[src/rtl/lsu_mem_if_if.sv]
// Data-bus bundle between the load/store unit and memory.
// The LSU is the master (req/we/addr/be/wdata out, gnt/rvalid/rdata in).
interface lsu_mem_if_if #(
    parameter int DATA_WIDTH = 32
);
    logic                    o_bus_req;
    logic                    o_bus_we;
    logic [DATA_WIDTH-1:0]   o_bus_addr;
    logic [DATA_WIDTH/8-1:0] o_bus_be;
    logic [DATA_WIDTH-1:0]   o_bus_wdata;
    logic                    i_bus_gnt;
    logic                    i_bus_rvalid;
    logic [DATA_WIDTH-1:0]   i_bus_rdata;

    modport master (
        output o_bus_req, o_bus_we, o_bus_addr, o_bus_be, o_bus_wdata,
        input  i_bus_gnt, i_bus_rvalid, i_bus_rdata
    );

    modport slave (
        input  o_bus_req, o_bus_we, o_bus_addr, o_bus_be, o_bus_wdata,
        output i_bus_gnt, i_bus_rvalid, i_bus_rdata
    );
endinterface

[src/rtl/lsu_mem_if.sv]
// MEM-stage load/store unit: lane-aligns stores, extends loads,
// and stalls the pipe while a req/gnt/rvalid bus access is open.
module lsu_mem_if #(
    parameter int DATA_WIDTH     = 32,
    parameter int TIMEOUT_CYCLES = 255
) (
    input  logic                  clk,
    input  logic                  rst,
    input  logic                  i_req_M,
    input  logic                  i_we_M,
    input  logic [2:0]            i_funct3_M,
    input  logic [DATA_WIDTH-1:0] i_addr_M,
    input  logic [DATA_WIDTH-1:0] i_wdata_M,
    output logic [DATA_WIDTH-1:0] o_read_data_M,
    output logic                  o_stall_M,
    output logic                  o_misaligned_M,
    output logic                  o_bus_err,
    lsu_mem_if_if.master          bus
);
    localparam int CW = (TIMEOUT_CYCLES < 2) ? 1 : $clog2(TIMEOUT_CYCLES);

    typedef enum logic [1:0] {
        S_IDLE,
        S_REQ,
        S_WAIT,
        S_DONE
    } state_t;

    state_t                state_q, state_d;
    logic                  we_q, we_d;
    logic [2:0]            f3_q, f3_d;
    logic [1:0]            off_q, off_d;
    logic [DATA_WIDTH-1:0] addr_q, addr_d;
    logic [3:0]            be_q, be_d;
    logic [DATA_WIDTH-1:0] wdata_q, wdata_d;
    logic [DATA_WIDTH-1:0] rdata_q, rdata_d;
    logic [CW-1:0]         cnt_q, cnt_d;
    logic                  mis_q, mis_d;
    logic                  err_q, err_d;

    logic                  legal;
    logic [3:0]            be_n;
    logic [DATA_WIDTH-1:0] wdata_n;
    logic [DATA_WIDTH-1:0] shifted;
    logic [DATA_WIDTH-1:0] ext;
    logic                  stall;
    logic                  tmo;
    logic                  req;

    // Legality, byte-lane mask and replicated store data of the MEM request
    always_comb begin
        legal   = 1'b0;
        be_n    = 4'b1111;
        wdata_n = i_wdata_M;
        unique case (i_funct3_M)
            3'b000:  legal = 1'b1;
            3'b001:  legal = ~i_addr_M[0];
            3'b010:  legal = (i_addr_M[1:0] == 2'b00);
            3'b100:  legal = ~i_we_M;
            3'b101:  legal = ~i_we_M & ~i_addr_M[0];
            default: legal = 1'b0;
        endcase
        unique case (i_funct3_M[1:0])
            2'b00: begin
                be_n    = 4'b0001 << i_addr_M[1:0];
                wdata_n = {4{i_wdata_M[7:0]}};
            end
            2'b01: begin
                be_n    = 4'b0011 << {i_addr_M[1], 1'b0};
                wdata_n = {2{i_wdata_M[15:0]}};
            end
            default: begin
                be_n    = 4'b1111;
                wdata_n = i_wdata_M;
            end
        endcase
    end

    // Shift the returned word down to the accessed lane and extend it
    always_comb begin
        shifted = bus.i_bus_rdata >> {off_q, 3'b000};
        unique case (f3_q)
            3'b000:  ext = {{24{shifted[7]}}, shifted[7:0]};
            3'b001:  ext = {{16{shifted[15]}}, shifted[15:0]};
            3'b100:  ext = {24'd0, shifted[7:0]};
            3'b101:  ext = {16'd0, shifted[15:0]};
            default: ext = shifted;
        endcase
    end

    assign tmo = (cnt_q == CW'(TIMEOUT_CYCLES - 1));

    // Access sequencer: next state, latched fields, stall and pulses
    always_comb begin
        state_d = state_q;
        we_d    = we_q;
        f3_d    = f3_q;
        off_d   = off_q;
        addr_d  = addr_q;
        be_d    = be_q;
        wdata_d = wdata_q;
        rdata_d = rdata_q;
        cnt_d   = '0;
        mis_d   = 1'b0;
        err_d   = 1'b0;
        stall   = 1'b0;
        unique case (state_q)
            S_IDLE: begin
                if (i_req_M && legal) begin
                    stall   = 1'b1;
                    we_d    = i_we_M;
                    f3_d    = i_funct3_M;
                    off_d   = i_addr_M[1:0];
                    addr_d  = {i_addr_M[DATA_WIDTH-1:2], 2'b00};
                    be_d    = be_n;
                    wdata_d = wdata_n;
                    state_d = S_REQ;
                end else if (i_req_M) begin
                    mis_d = 1'b1;
                end
            end
            S_REQ: begin
                stall = 1'b1;
                cnt_d = cnt_q + 1'b1;
                if (tmo) begin
                    err_d   = 1'b1;
                    rdata_d = '0;
                    cnt_d   = '0;
                    state_d = S_DONE;
                end else if (bus.i_bus_gnt) begin
                    state_d = S_WAIT;
                end
            end
            S_WAIT: begin
                stall = 1'b1;
                cnt_d = cnt_q + 1'b1;
                if (bus.i_bus_rvalid) begin
                    if (!we_q) begin
                        rdata_d = ext;
                    end
                    cnt_d   = '0;
                    state_d = S_DONE;
                end else if (tmo) begin
                    err_d   = 1'b1;
                    rdata_d = '0;
                    cnt_d   = '0;
                    state_d = S_DONE;
                end
            end
            S_DONE: begin
                state_d = S_IDLE;
            end
            default: begin
                state_d = S_IDLE;
            end
        endcase
    end

    // State and datapath registers
    always_ff @(posedge clk or posedge rst) begin
        if (rst) begin
            state_q <= S_IDLE;
            we_q    <= 1'b0;
            f3_q    <= 3'b000;
            off_q   <= 2'b00;
            addr_q  <= '0;
            be_q    <= 4'b0000;
            wdata_q <= '0;
            rdata_q <= '0;
            cnt_q   <= '0;
            mis_q   <= 1'b0;
            err_q   <= 1'b0;
        end else begin
            state_q <= state_d;
            we_q    <= we_d;
            f3_q    <= f3_d;
            off_q   <= off_d;
            addr_q  <= addr_d;
            be_q    <= be_d;
            wdata_q <= wdata_d;
            rdata_q <= rdata_d;
            cnt_q   <= cnt_d;
            mis_q   <= mis_d;
            err_q   <= err_d;
        end
    end

    assign req             = (state_q == S_REQ);
    assign o_read_data_M   = rdata_q;
    assign o_misaligned_M  = mis_q;
    assign o_bus_err       = err_q;
    assign o_stall_M       = stall & ~rst;
    assign bus.o_bus_req   = req;
    assign bus.o_bus_we    = req & we_q;
    assign bus.o_bus_addr  = addr_q;
    assign bus.o_bus_be    = be_q;
    assign bus.o_bus_wdata = wdata_q;
endmodule

[src/flat_wrapper.sv]
// flat-port wrapper written by rule: the top's interface ports become plain ports
module lsu_mem_if_flat 
#(
    parameter int DATA_WIDTH     = 32,
    parameter int TIMEOUT_CYCLES = 255
)
  (clk, rst, i_req_M, i_we_M, i_funct3_M, i_addr_M, i_wdata_M, o_read_data_M, o_stall_M, o_misaligned_M, o_bus_err, bus_o_bus_req, bus_o_bus_we, bus_o_bus_addr, bus_o_bus_be, bus_o_bus_wdata, bus_i_bus_gnt, bus_i_bus_rvalid, bus_i_bus_rdata);
  lsu_mem_if_if #(.DATA_WIDTH(DATA_WIDTH)) bus_i ();
  input  logic clk;
  input  logic rst;
  input  logic i_req_M;
  input  logic i_we_M;
  input  logic [2:0] i_funct3_M;
  input  logic [DATA_WIDTH-1:0] i_addr_M;
  input  logic [DATA_WIDTH-1:0] i_wdata_M;
  output logic [DATA_WIDTH-1:0] o_read_data_M;
  output logic o_stall_M;
  output logic o_misaligned_M;
  output logic o_bus_err;
  output wire logic [$bits(bus_i.o_bus_req)-1:0] bus_o_bus_req;
  output wire logic [$bits(bus_i.o_bus_we)-1:0] bus_o_bus_we;
  output wire logic [$bits(bus_i.o_bus_addr)-1:0] bus_o_bus_addr;
  output wire logic [$bits(bus_i.o_bus_be)-1:0] bus_o_bus_be;
  output wire logic [$bits(bus_i.o_bus_wdata)-1:0] bus_o_bus_wdata;
  input wire logic [$bits(bus_i.i_bus_gnt)-1:0] bus_i_bus_gnt;
  input wire logic [$bits(bus_i.i_bus_rvalid)-1:0] bus_i_bus_rvalid;
  input wire logic [$bits(bus_i.i_bus_rdata)-1:0] bus_i_bus_rdata;
  assign bus_o_bus_req = bus_i.o_bus_req;
  assign bus_o_bus_we = bus_i.o_bus_we;
  assign bus_o_bus_addr = bus_i.o_bus_addr;
  assign bus_o_bus_be = bus_i.o_bus_be;
  assign bus_o_bus_wdata = bus_i.o_bus_wdata;
  assign bus_i.i_bus_gnt = bus_i_bus_gnt;
  assign bus_i.i_bus_rvalid = bus_i_bus_rvalid;
  assign bus_i.i_bus_rdata = bus_i_bus_rdata;
  lsu_mem_if #(.DATA_WIDTH(DATA_WIDTH), .TIMEOUT_CYCLES(TIMEOUT_CYCLES)) u_core (.clk(clk), .rst(rst), .i_req_M(i_req_M), .i_we_M(i_we_M), .i_funct3_M(i_funct3_M), .i_addr_M(i_addr_M), .i_wdata_M(i_wdata_M), .o_read_data_M(o_read_data_M), .o_stall_M(o_stall_M), .o_misaligned_M(o_misaligned_M), .o_bus_err(o_bus_err), .bus(bus_i));
endmodule
[config.mk]
export PLATFORM = sky130hd
export DESIGN_NAME = lsu_mem_if_flat
export DESIGN_NICKNAME = d
export VERILOG_FILES = /design/src/rtl/lsu_mem_if_if.sv /design/src/rtl/lsu_mem_if.sv /design/src/flat_wrapper.sv
export SDC_FILE = /design/constraint.sdc
export NUM_CORES = 1
export LEC_CHECK = 0
export CORE_MARGIN = 1
export CORE_UTILIZATION = 44
export DETAILED_ROUTE_END_ITERATION = 16
export PLACE_DENSITY = 0.85
export SKIP_LAST_GASP = 1
export SYNTH_ARGS = -nofsm -noshare
export SYNTH_HDL_FRONTEND = slang
export SYNTH_SLANG_ARGS = --single-unit
[constraint.sdc]
create_clock -name clk -period 5.31 [get_ports clk]
set_clock_uncertainty 0.15 [all_clocks]
set_input_delay 0.7965 -clock clk [delete_from_list [all_inputs] [get_ports clk]]
set_output_delay 0.7965 -clock clk [all_outputs]
set_load 0.03 [all_outputs]
======== Word-level counts from Yosys, hierarchy flattened ========
Index checks and enable logic that the tools add are counted.
storage, ports and cells
  logic and storage cells ................. 73
  output and inout bits ................... 105
  register bits after elaboration ......... 116
cells by class
  reduce and logical (&&, ||, !) cells .... 11
  shift-type cells ........................ 3
  bitwise logic cells ..................... 6
  muxes and demuxes ....................... 25
  add/subtract/negate cells ............... 1
  eq/ne operators ......................... 16
operators with widths
  cell                                                                number
  32-bit case mux with 2 select lines                                 2
  32-bit case mux with 4 select lines                                 1
  32-bit 2-to-1 mux                                                   3
  32-bit by 5-bit right shift with 32-bit output                      1
  8-bit 2-to-1 mux                                                    2
  8-bit case mux with 2 select lines                                  1
  3-bit == test (second input constant)                               4
  2-bit 2-to-1 mux                                                    5
  8-bit by 1-bit adder with 8-bit output (second input constant)      1
  8-bit == test (second input constant)                               1
  2-bit case mux with 4 select lines                                  1
  4-bit case mux with 2 select lines                                  1
  3-bit by 1-bit == test with 1-bit output (second input constant)    2
  2-bit logical NOT                                                   3
  3-bit logical NOT                                                   2
  1-bit 2-to-1 mux                                                    6
  3-bit by 2-bit != test with 1-bit output (second input constant)    2
  1-bit case mux with 5 select lines                                  1
  2-bit by 1-bit == test with 1-bit output (second input constant)    2
  2-bit == test (second input constant)                               2
  1-bit case mux with 2 select lines                                  2
  2-bit AND reduction                                                 2
  1-bit by 2-bit << shifter with 4-bit output (first input constant)  1
  2-bit by 2-bit << shifter with 4-bit output (first input constant)  1
  other kinds (9)                                                     13

======== Logic depth before layout (Yosys ltp) ========
  depth after elaboration ................. 7
  depth in mapped cells ................... 8
  gate-level depth less buffers ........... 6

======== Worst setup path after synthesis ========
No wires, ideal clock.
  kind .................................... input-to-output
  start point ............................. input port i_funct3_M[0]
  end point ............................... output port o_stall_M
  data required time ...................... 4.364 ns
  arrival ................................. 2.498 ns
  cell stages on the path ................. 6
  buffers on the path ..................... 3
  slack ................................... 1.865 ns
  path through ............................ clkbuf_1 nor4_2 o21bai_1 buf_4 buf_6 a211oi_1
on the way
  longest elaborated chain between the ends .. 6
RTL lines
  element                                      line                text
  start: declaration                           flat_wrapper.sv:13  input logic [2:0] i_funct3_M;
  3-bit == test, or another cell as far along  lsu_mem_if.sv:55    unique case (i_funct3_M)
  1-bit case mux with 5 select lines (*)       lsu_mem_if.sv:55
  1-bit logical AND (*)                        lsu_mem_if.sv:109   if (i_req_M && legal) begin
  1-bit 2-to-1 mux (*)                         lsu_mem_if.sv:109
  1-bit case mux with 2 select lines (*)       lsu_mem_if.sv:107   unique case (state_q)
  1-bit AND (*)                                lsu_mem_if.sv:192   assign o_stall_M = stall & ~rst;
  end: declaration                             flat_wrapper.sv:17  output logic o_stall_M;
Mark *: on every way between the ends. The rest lies on a longest branch, timed or not.

======== Worst setup path in the final report ========
Same ends and word-level chain as after synthesis.

==> run metrics <==
fin crit period 4.05 ns; Yosys top cell by area dfrtp_1; # IOs 210; CP Launch Point i_funct3_M[0]; max cap viols 0; Reg-to-Reg Start u_core.state_q[0]$_DFFE_PP0P_; CTS Root Cell clkbuf_16; final setup TNS 0 ns; post-route ant nets 0; crit end category output port; RSZ-0062 raised after global routing false; synthesized area ~5500 um2; cell count after synthesis about 470; via/cell ratio 5.38; Worst slew margin 0.288; number of synthesized flops with an enable pin 0; CTS tree yes; fmax 247 MHz; DRT Pass-1 Iters 6; clk slew on worst S/H paths 0.05 ns; Port Buffer Count 207; H-tree Lvls 4; top-area cell type share of the netlist area 0.530; Hold Startpoint u_core.bus.o_bus_be[3]$_DFFE_PP0P_; vias in the first global route 4806; most frequent cells in the layout 207 x clkdlybuf4s50_1, 116 x dfrtp_1, 41 x mux2i_1; status finished, final reports clean; warnings from Yosys 0; DIE WIDTH 114 um; commonest non-fill, non-tap cell in the layout clkdlybuf4s50_1; Seq/Total Area, Yosys 0.530; total wire length 15.4 mm; Setup WS post-layout 1.26 ns; # resized after CTS 0; Pleak 3.61 nW; Pins Over Slew Limit 0; Hold WS about 0.33 ns; HP Class flop to flop; nets approximately 800; Setup WS pre-CTS between 1 and 1.5 ns; synthesized flop and latch total around 120; Overflow after GRT 0; Total Routing Usage GR 0.250; Mean Syn Cell Area 11.6 um2; die extent in y approximately 110 um; Hold Vio Cnt, Final 0; worst setup path class input pin to output port; worst-margin pin slew 1.07 ns; Placeable Area 12100 um2; largest cells by area after synthesis dfrtp_1 53%, mux2_2 7.8%, mux2i_1 7.5%; CTS Sinks 116; Pwr Total 5.20 mW; wire length of the first global-routing pass 24.5 mm; maximum vdd drop 0.000435 V; Worst EP arrival 3.11 ns; post-CTS setup buffers 0; ys async rst share 1.00; post-DP HPWL 11.0 mm; largest net degree at the start of global routing 102; final setup vio count 0; die area 12900 um2; drt wl/cell 18.0 um; # diodes 0; crit start category input pin; FP Rows 40; Tcrit/Tclk final 0.763; Via Count 4604; DRC 0; Netlist cell types 48; Initial Utilization 0.454; Layout area overhead 50.5%; Worst EP required ~4.4 ns; layout cells sized above 1 0.130; initial antenna violation count 0; Post-CTS Hold Buffers 0; initial DRC count 275; clk_lat worst skew 0.41 ns; most common flop cell mapped by yosys dfrtp_1; number of buffers created by CTS 17; maximum clock path buffer count 2; CP max FO 15; GP Congestion roughly 0.84; Pwr per Cell Area 631 nW/um2
==> critical path, stage by stage <==
cell and delay [ns]:
clkdlybuf4s50_1 0.43, buf_4 0.22, a221oi_1 0.53, o21bai_4 0.13, a211oi_1 0.27, clkdlybuf4s50_1 0.73
==> cells by family after synthesis <==
group / after synthesis / share of synthesized area
flip-flops: 116 / 0.530
AND/OR/NAND/NOR: 109 / 0.0969
AO/OA/AOI/OAI: 108 / 0.137
multiplexers: 85 / 0.168
buffers and inverters: 41 / 0.0414
adder cells (fa/ha/maj): 7 / 0.0160
XOR/XNOR: 6 / 0.00960
other: 1 / 0.000685
==> per-stage QoR <==
step | utilization | instance area [um2] | instances
after floorplan | - | 5480 | 474
final | 0.683 | 8240 | 855
after global routing | 0.683 | 8240 | 855
after global placement | 0.633 | 7640 | 823
after detailed placement | 0.633 | 7640 | 823
after CTS | 0.683 | 8240 | 855
==> cell usage after synthesis, types with 3 or more instances <==
| library cell | instances |
|---|---|
| a211o_1 | 15 |
| a21oi_1 | 19 |
| a221o_1 | 8 |
| a32o_1 | 7 |
| buf_2 | 7 |
| buf_4 | 3 |
| buf_6 | 7 |
| clkbuf_1 | 17 |
| dfrtp_1 | 116 |
| ha_1 | 7 |
| inv_1 | 7 |
| mux2_1 | 5 |
| mux2_2 | 38 |
| mux2i_1 | 41 |
| nand2_1 | 39 |
| nand3_1 | 4 |
| nand3b_1 | 8 |
| nor2_1 | 32 |
| nor2b_1 | 9 |
| nor3_1 | 4 |
| o21ai_0 | 38 |
| o2bb2ai_1 | 8 |
| xor2_1 | 5 |
==> power by group <==
| part | leakage [nW] | switching, mW | total [mW] | internal (mW) |
|---|---|---|---|---|
| logic | 1.85 | 1.42 | 2.54 | 1.12 |
| clock network | 0.301 | 0.387 | 1.13 | 0.745 |
| registers | 1.46 | 0.241 | 1.52 | 1.28 |
| total | 3.61 | 2.05 | 5.20 | 3.15 |
==> flip-flops by register name, summed over array words and instances, names as in the netlist <==
register and cells:
u_core.state_q 2, u_core.o_bus_err 1, u_core.we_q 1, u_core.bus.o_bus_addr 30, u_core.off_q 2, u_core.o_read_data_M 32
u_core.bus.o_bus_wdata 32, u_core.cnt_q 8, u_core.f3_q 3, u_core.o_misaligned_M 1, u_core.bus.o_bus_be 4
==> worst paths after layout <==
kind | endpoint | slack [ns] | depth (start not counted)
min reg2reg | u_core.bus.o_bus_be[3]$_DFFE_PP0P_ | 0.33 | 2
min | u_core.bus.o_bus_be[3]$_DFFE_PP0P_ | 0.33 | 2
max | o_stall_M | 1.26 | 6
min in group asynchronous | u_core.f3_q[2]$_DFFE_PP0P_ | 0.63 | 2
max reg2reg | u_core.o_read_data_M[27]$_DFFE_PP0P_ | 2.32 | 6
max in group asynchronous | u_core.off_q[0]$_DFFE_PP0P_ | 3.42 | 3
==> cell type report <==
class / count / area (um2)
multi-input cells: 317 / 2360
clock buffers: 22 / 494
clock inverters: 10 / 103
repair buffers: 215 / 2130
flip-flops and latches: 116 / 2900
well taps: 168 / 210
fillers: 886 / 3830
inverters: 7 / 28.8
==> metal layers <==
| metal | vias to the layer above | GRT usage | share of wire |
|---|---|---|---|
| li1 | 2101 | - | - |
| met1 | 2280 | 0.289 | 0.40 |
| met2 | 187 | 0.433 | 0.50 |
| met3 | 36 | 0.0723 | 0.073 |
| met4 | 0 | 0.103 | 0.028 |
| met5 | - | 0 | 0 |
(Power assumes the default switching activity.)
